[config.mk]
export PLATFORM = sky130hd
export DESIGN_NAME = slot_reel_gen
export DESIGN_NICKNAME = d
export VERILOG_FILES = /design/src/rtl/slot_reel_gen.sv
export SDC_FILE = /design/constraint.sdc
export NUM_CORES = 1
export LEC_CHECK = 0
export CAP_MARGIN = 30
export CORE_MARGIN = 8
export CORE_UTILIZATION = 53
export CTS_CLUSTER_SIZE = 40
export DETAILED_ROUTE_END_ITERATION = 12
export PLACE_DENSITY_LB_ADDON = 0.3
export SYNTH_ARGS = -nofsm -noshare
export SYNTH_HDL_FRONTEND = slang
export SYNTH_SLANG_ARGS = --single-unit
[constraint.sdc]
create_clock -name clk -period 2.25 [get_ports clk]
set_input_delay 0.45 -clock clk [delete_from_list [all_inputs] [get_ports clk]]
set_output_delay 0.45 -clock clk [all_outputs]
set_load 0.03 [all_outputs]
[src/rtl/slot_reel_gen.sv]
// ---------------------------------------------------------------------------
// slot_reel_gen
//
// Upstream stage of the slot machine FSM. Produces three BCD reel digits that
// free-run at individually prescaled rates while the FSM requests a spin, and
// stops them one after another (reel 0, reel 1, reel 2) once the request
// drops. A settled flag tells the FSM when every reel is frozen.
//
// Ports:
//   clk          system clock, rising edge
//   rst          asynchronous active-low reset
//   slotRunning  spin request from the slot FSM (level, sampled every cycle)
//   slotNums     registered reel digits, each 0..9 (slotNums[i] = reel i)
//   spinning     bit i high while reel i is moving this cycle
//   reelsSettled high when all reels are frozen (state IDLE)
//
// Optional feature macro: SLOT_STOP_JITTER_EN
//   When defined, an 8-bit Fibonacci LFSR (taps 8,6,5,4) stretches every stop
//   gap by 0..3 cycles, captured from lfsr[1:0] on entry into each stop state.
//   When undefined, no LFSR exists and each gap is exactly STOP_GAP cycles.
// ---------------------------------------------------------------------------
module slot_reel_gen #(
    parameter int         DIV0      = 3,
    parameter int         DIV1      = 5,
    parameter int         DIV2      = 7,
    parameter int         STOP_GAP  = 4,
    parameter logic [7:0] LFSR_SEED = 8'hA5
) (
    input  logic            clk,
    input  logic            rst,
    input  logic            slotRunning,
    output logic [2:0][3:0] slotNums,
    output logic [2:0]      spinning,
    output logic            reelsSettled
);

    typedef enum logic [1:0] {
        IDLE  = 2'd0,
        SPIN  = 2'd1,
        STOP1 = 2'd2,
        STOP2 = 2'd3
    } state_t;

    // Wide enough for STOP_GAP-1 plus the largest jitter extension of 3.
    localparam int GW = $clog2(STOP_GAP + 4);

    state_t          state;
    state_t          next_state;
    logic [GW-1:0]   gap;
    logic [GW-1:0]   gap_limit;
    logic            gap_done;
    logic            entering_stop;

    assign entering_stop = (next_state != state) &&
                           ((next_state == STOP1) || (next_state == STOP2));

`ifdef SLOT_STOP_JITTER_EN
    logic [7:0] lfsr;
    logic [1:0] jit;

    // Free-running LFSR; it keeps stepping in IDLE so the stop timing depends
    // on how long the machine sat idle, not just on the spin length.
    always_ff @(posedge clk or negedge rst) begin
        if (!rst) begin
            lfsr <= LFSR_SEED;
        end else begin
            lfsr <= {lfsr[6:0], lfsr[7] ^ lfsr[5] ^ lfsr[4] ^ lfsr[3]};
        end
    end

    // Jitter for the gap that is about to start is frozen at the entry edge
    // so the terminal count stays stable for the whole gap.
    always_ff @(posedge clk or negedge rst) begin
        if (!rst) begin
            jit <= 2'd0;
        end else if (entering_stop) begin
            jit <= lfsr[1:0];
        end
    end

    assign gap_limit = GW'(STOP_GAP - 1) + GW'(jit);
`else
    assign gap_limit = GW'(STOP_GAP - 1);
`endif

    assign gap_done = (gap == gap_limit);

    // State register.
    always_ff @(posedge clk or negedge rst) begin
        if (!rst) begin
            state <= IDLE;
        end else begin
            state <= next_state;
        end
    end

    // Next-state logic. A renewed spin request always wins over the gap
    // terminal count so a late re-press is never lost.
    always_comb begin
        next_state = state;
        case (state)
            IDLE:    if (slotRunning) next_state = SPIN;
            SPIN:    if (!slotRunning) next_state = STOP1;
            STOP1: begin
                if (slotRunning)   next_state = SPIN;
                else if (gap_done) next_state = STOP2;
            end
            STOP2: begin
                if (slotRunning)   next_state = SPIN;
                else if (gap_done) next_state = IDLE;
            end
            default: next_state = IDLE;
        endcase
    end

    // Gap counter: cleared on every state change, counts only while stopping.
    always_ff @(posedge clk or negedge rst) begin
        if (!rst) begin
            gap <= '0;
        end else if (next_state != state) begin
            gap <= '0;
        end else if ((state == STOP1) || (state == STOP2)) begin
            gap <= gap + GW'(1);
        end else begin
            gap <= '0;
        end
    end

    // Output decode straight from the state so reset clears it immediately.
    always_comb begin
        spinning = 3'b000;
        case (state)
            SPIN:    spinning = 3'b111;
            STOP1:   spinning = 3'b110;
            STOP2:   spinning = 3'b100;
            default: spinning = 3'b000;
        endcase
    end

    assign reelsSettled = (state == IDLE);

    // One prescaler + mod-10 digit per reel. A frozen reel keeps both its
    // digit and its prescaler phase so a resumed spin continues seamlessly.
    for (genvar i = 0; i < 3; i++) begin : g_reel
        localparam int D  = (i == 0) ? DIV0 : (i == 1) ? DIV1 : DIV2;
        localparam int PW = (D > 1) ? $clog2(D) : 1;

        logic [PW-1:0] pc;
        logic [3:0]    digit;

        always_ff @(posedge clk or negedge rst) begin
            if (!rst) begin
                pc    <= '0;
                digit <= 4'd0;
            end else if (spinning[i]) begin
                if (pc == PW'(D - 1)) begin
                    pc    <= '0;
                    digit <= (digit == 4'd9) ? 4'd0 : digit + 4'd1;
                end else begin
                    pc <= pc + PW'(1);
                end
            end
        end

        assign slotNums[i] = digit;
    end

endmodule

==> impl_metrics.ini <==
[outcome]
outcome = finished, final reports clean

[floorplanning]
die_w_um = 65.96
ioPinCount = 19
die_area_mm2 = 0.004350
rows = 18
dieHeight_um = 65.96
initial_core_util_pct = 54.88
core_area_mm2 = 0.002410

[synth]
synth-seq-area-share_pct = 47.30
yosys_warnings = 0
async_reset_ff_share_pct = 100.0
ys_types = 35
synth_top_family_by_area = simple AND/OR/NAND/NOR gates
synth-edff-count = 0
synth_compound_gate_area_share_pct = 14.29
syn_area_mm2 = 0.001323
synth_fp_nets = 144
yosys.area_share.simple_pct = 17.98
syn_area_per_cell_um2 = 9.944
synth_xor_area_share_pct = 3.974
ys.flop_type = dfrtp_1
ys_ff_latch = 25
synth_cells = 133
yosys.area_share.adder_pct = 7.569
synthMuxAreaShare_pct = 2.838

[critical_path]
critPathKind = flip-flop to output port
end_kind = output port
crit_fanout = 7
crit_arrival_ns = 1.72
required_ns = 1.80
crit_path_start_kind = flip-flop

[global_routing]
grt_pass1_wl_um = 4112
grt_max_degree = 26
grt_antenna_before_repair = 0
grt_pass1_vias = 950
grt-ovfl-total = 0
grt_usage_pct = 11.53

[worst_hold_path]
hold_class = flip-flop to flip-flop

[clocking]
tritoncts = yes
cts.htree.levels = 1
cts.clk_slew.worst_paths_ns = 0.14
clk-insertion-delay-late_ns = 0.31
root_buffer = clkbuf_4
clock_sinks = 25
cts_buffers = 3
ctsLongestPathBuffers = 2
holdBufCountCts = 0

[drt]
first_pass_iters = 4
route.vias.total = 1014
drt_wl_total_um = 2457
drc = 0
drt-initial-drc-count = 43
final_antenna_net_count = 0
wl_per_cell_um = 13.14
routed_via_density = 5.422

[sta]
tightest_slew_ns = 0.4570
hold_viol_final = 0
finClkSkew_ns = 0.009603
relSlewSlack_pct = 69.25
rsz0062_at_grt = false
timing.fmax_mhz = 460.0
final_max_slew_viol_count = 0
fin_ws_ns = 0.07618
fin_tns_setup_ns = 0
post-route-period-util_pct = 96.61
finalSetupViolCount = 0
fin_crit_ns = 2.174

[finish]
syn2layout_area_growth_pct = 19.39
drive_above_1_share_pct = 11.46
fillers = 194
seq_area_um2 = 625.6
fin_nets = 169
diodes = 0
multi_input_area_um2 = 616.8

[placed_design]
io_buffers = 18
dp_slack_ns = 0.1871
gp_congestion = 0.7410
hpwl_um = 1869

[job]
cap_violations = 0

[power_and_ir_drop]
power_density_mw_per_mm2 = 1415
power.leakage_nw = 0.7075
ir_drop_mv = 1.085
layout by cell type, fill, tap and decap left out, types with 2 or more instances in the layout:
master	n
a21o_1	2
a21oi_1	8
buf_4	5
clkbuf_4	3
clkdlybuf4s50_1	15
dfrtp_1	25
dlygate4sd2_1	2
ha_1	8
inv_1	15
mux2_2	2
nand2_1	8
nand2b_1	2
nand3_1	8
nand4_1	2
nor2_1	7
nor2b_1	2
nor3_1	3
nor3b_1	2
nor4_1	4
o21ai_0	10
o21ai_1	3
xnor2_1	3
xor2_1	3
kinds of logic (layout without fill, tap and decap cells):
group	after synthesis	count (layout)
multiplexers	3	3
AO/OA/AOI/OAI	30	30
buffers and inverters	18	42
flip-flops	25	25
adder cells (fa/ha/maj)	8	8
XOR/XNOR	6	6
AND/OR/NAND/NOR	43	43
repair_timing:
action                                  in CTS  in global routing
pin swaps                                    0                  0
gates resized for setup                      3                  1
endpoints found under the setup margin       3                  1
setup buffers                                0                  0
layout make-up:
class                           instances  share of cell area, %
Clock inverter                          1                 0.3170
Multi-Input combinational cell         90                  39.07
Tap cell                               30                  2.377
Sequential cell                        25                  39.62
Inverter                               15                  3.566
Timing Repair Buffer                   23                  13.63
Clock buffer                            3                  1.426
synth_stat cells, types with 3 or more instances:
library cell	count	share of area, %
xor2_1	3	2.0
nand2_1	8	2.3
o21ai_0	10	3.8
nand3_1	8	3.0
ha_1	8	7.6
nor4_1	4	1.9
o21ai_1	3	1.1
xnor2_1	3	2.0
inv_1	15	4.3
nor3_1	3	1.1
a21oi_1	8	3.0
nor2_1	7	2.0
dfrtp_1	25	47
final timing paths:
check / from / to / slack (ns) / depth (start not counted)
worst max-delay path: state[0] / spinning[0] / 0.08 / 2
worst min-delay path: gap[0] / gap[0] / 0.46 / 1
worst max register to register: state[0] / gap[2] / 0.30 / 7
worst min register to register: gap[0] / gap[0] / 0.46 / 1
max in group asynchronous: rst / g_reel[2].pc[2] / 1.54 / 2
min in group asynchronous: rst / state[0] / 0.47 / 2
report_power, final:
group          switching [mW]  internal, mW  total, mW
Combinational           0.706         0.525       1.23
Sequential              0.188         0.620      0.809
Clock                   0.129        0.0663      0.195
state kept, by name, summed over array words and instances (netlist names):
name          cells
g_reel.digit     12
g_reel.pc         8
gap               3
state             2
worst max-delay path: stages (launching register included):
cell             delay (ns)
dfrtp_1                0.50
ha_1                   0.23
clkdlybuf4s50_1        0.68
per-stage QoR:
step                util, %  hold slack [ns]  instance area (µm²)  power [mW]  cells
floorplan                 -           0.1544                 1323       1.640    133
finish                65.52           0.4576                 1579       2.235    187
global route          65.52           0.4758                 1579       2.401    187
CTS                   65.47           0.4628                 1578       2.252    187
global placement      64.49           0.4311                 1554       2.024    183
detailed placement    64.49           0.4451                 1554       2.083    183
layer usage:
| metal | global-route usage [%] | wire [µm] | part of all wire, % |
|---|---|---|---|
| met1 | 13.17 | 1110 | 45 |
| met5 | 0 | 0 | 0 |
| met3 | 3.051 | 106 | 4.3 |
| met2 | 20.83 | 1241 | 51 |
| met4 | 2.667 | 0 | 0 |
Note: power is estimated with default switching activity, not from simulation.
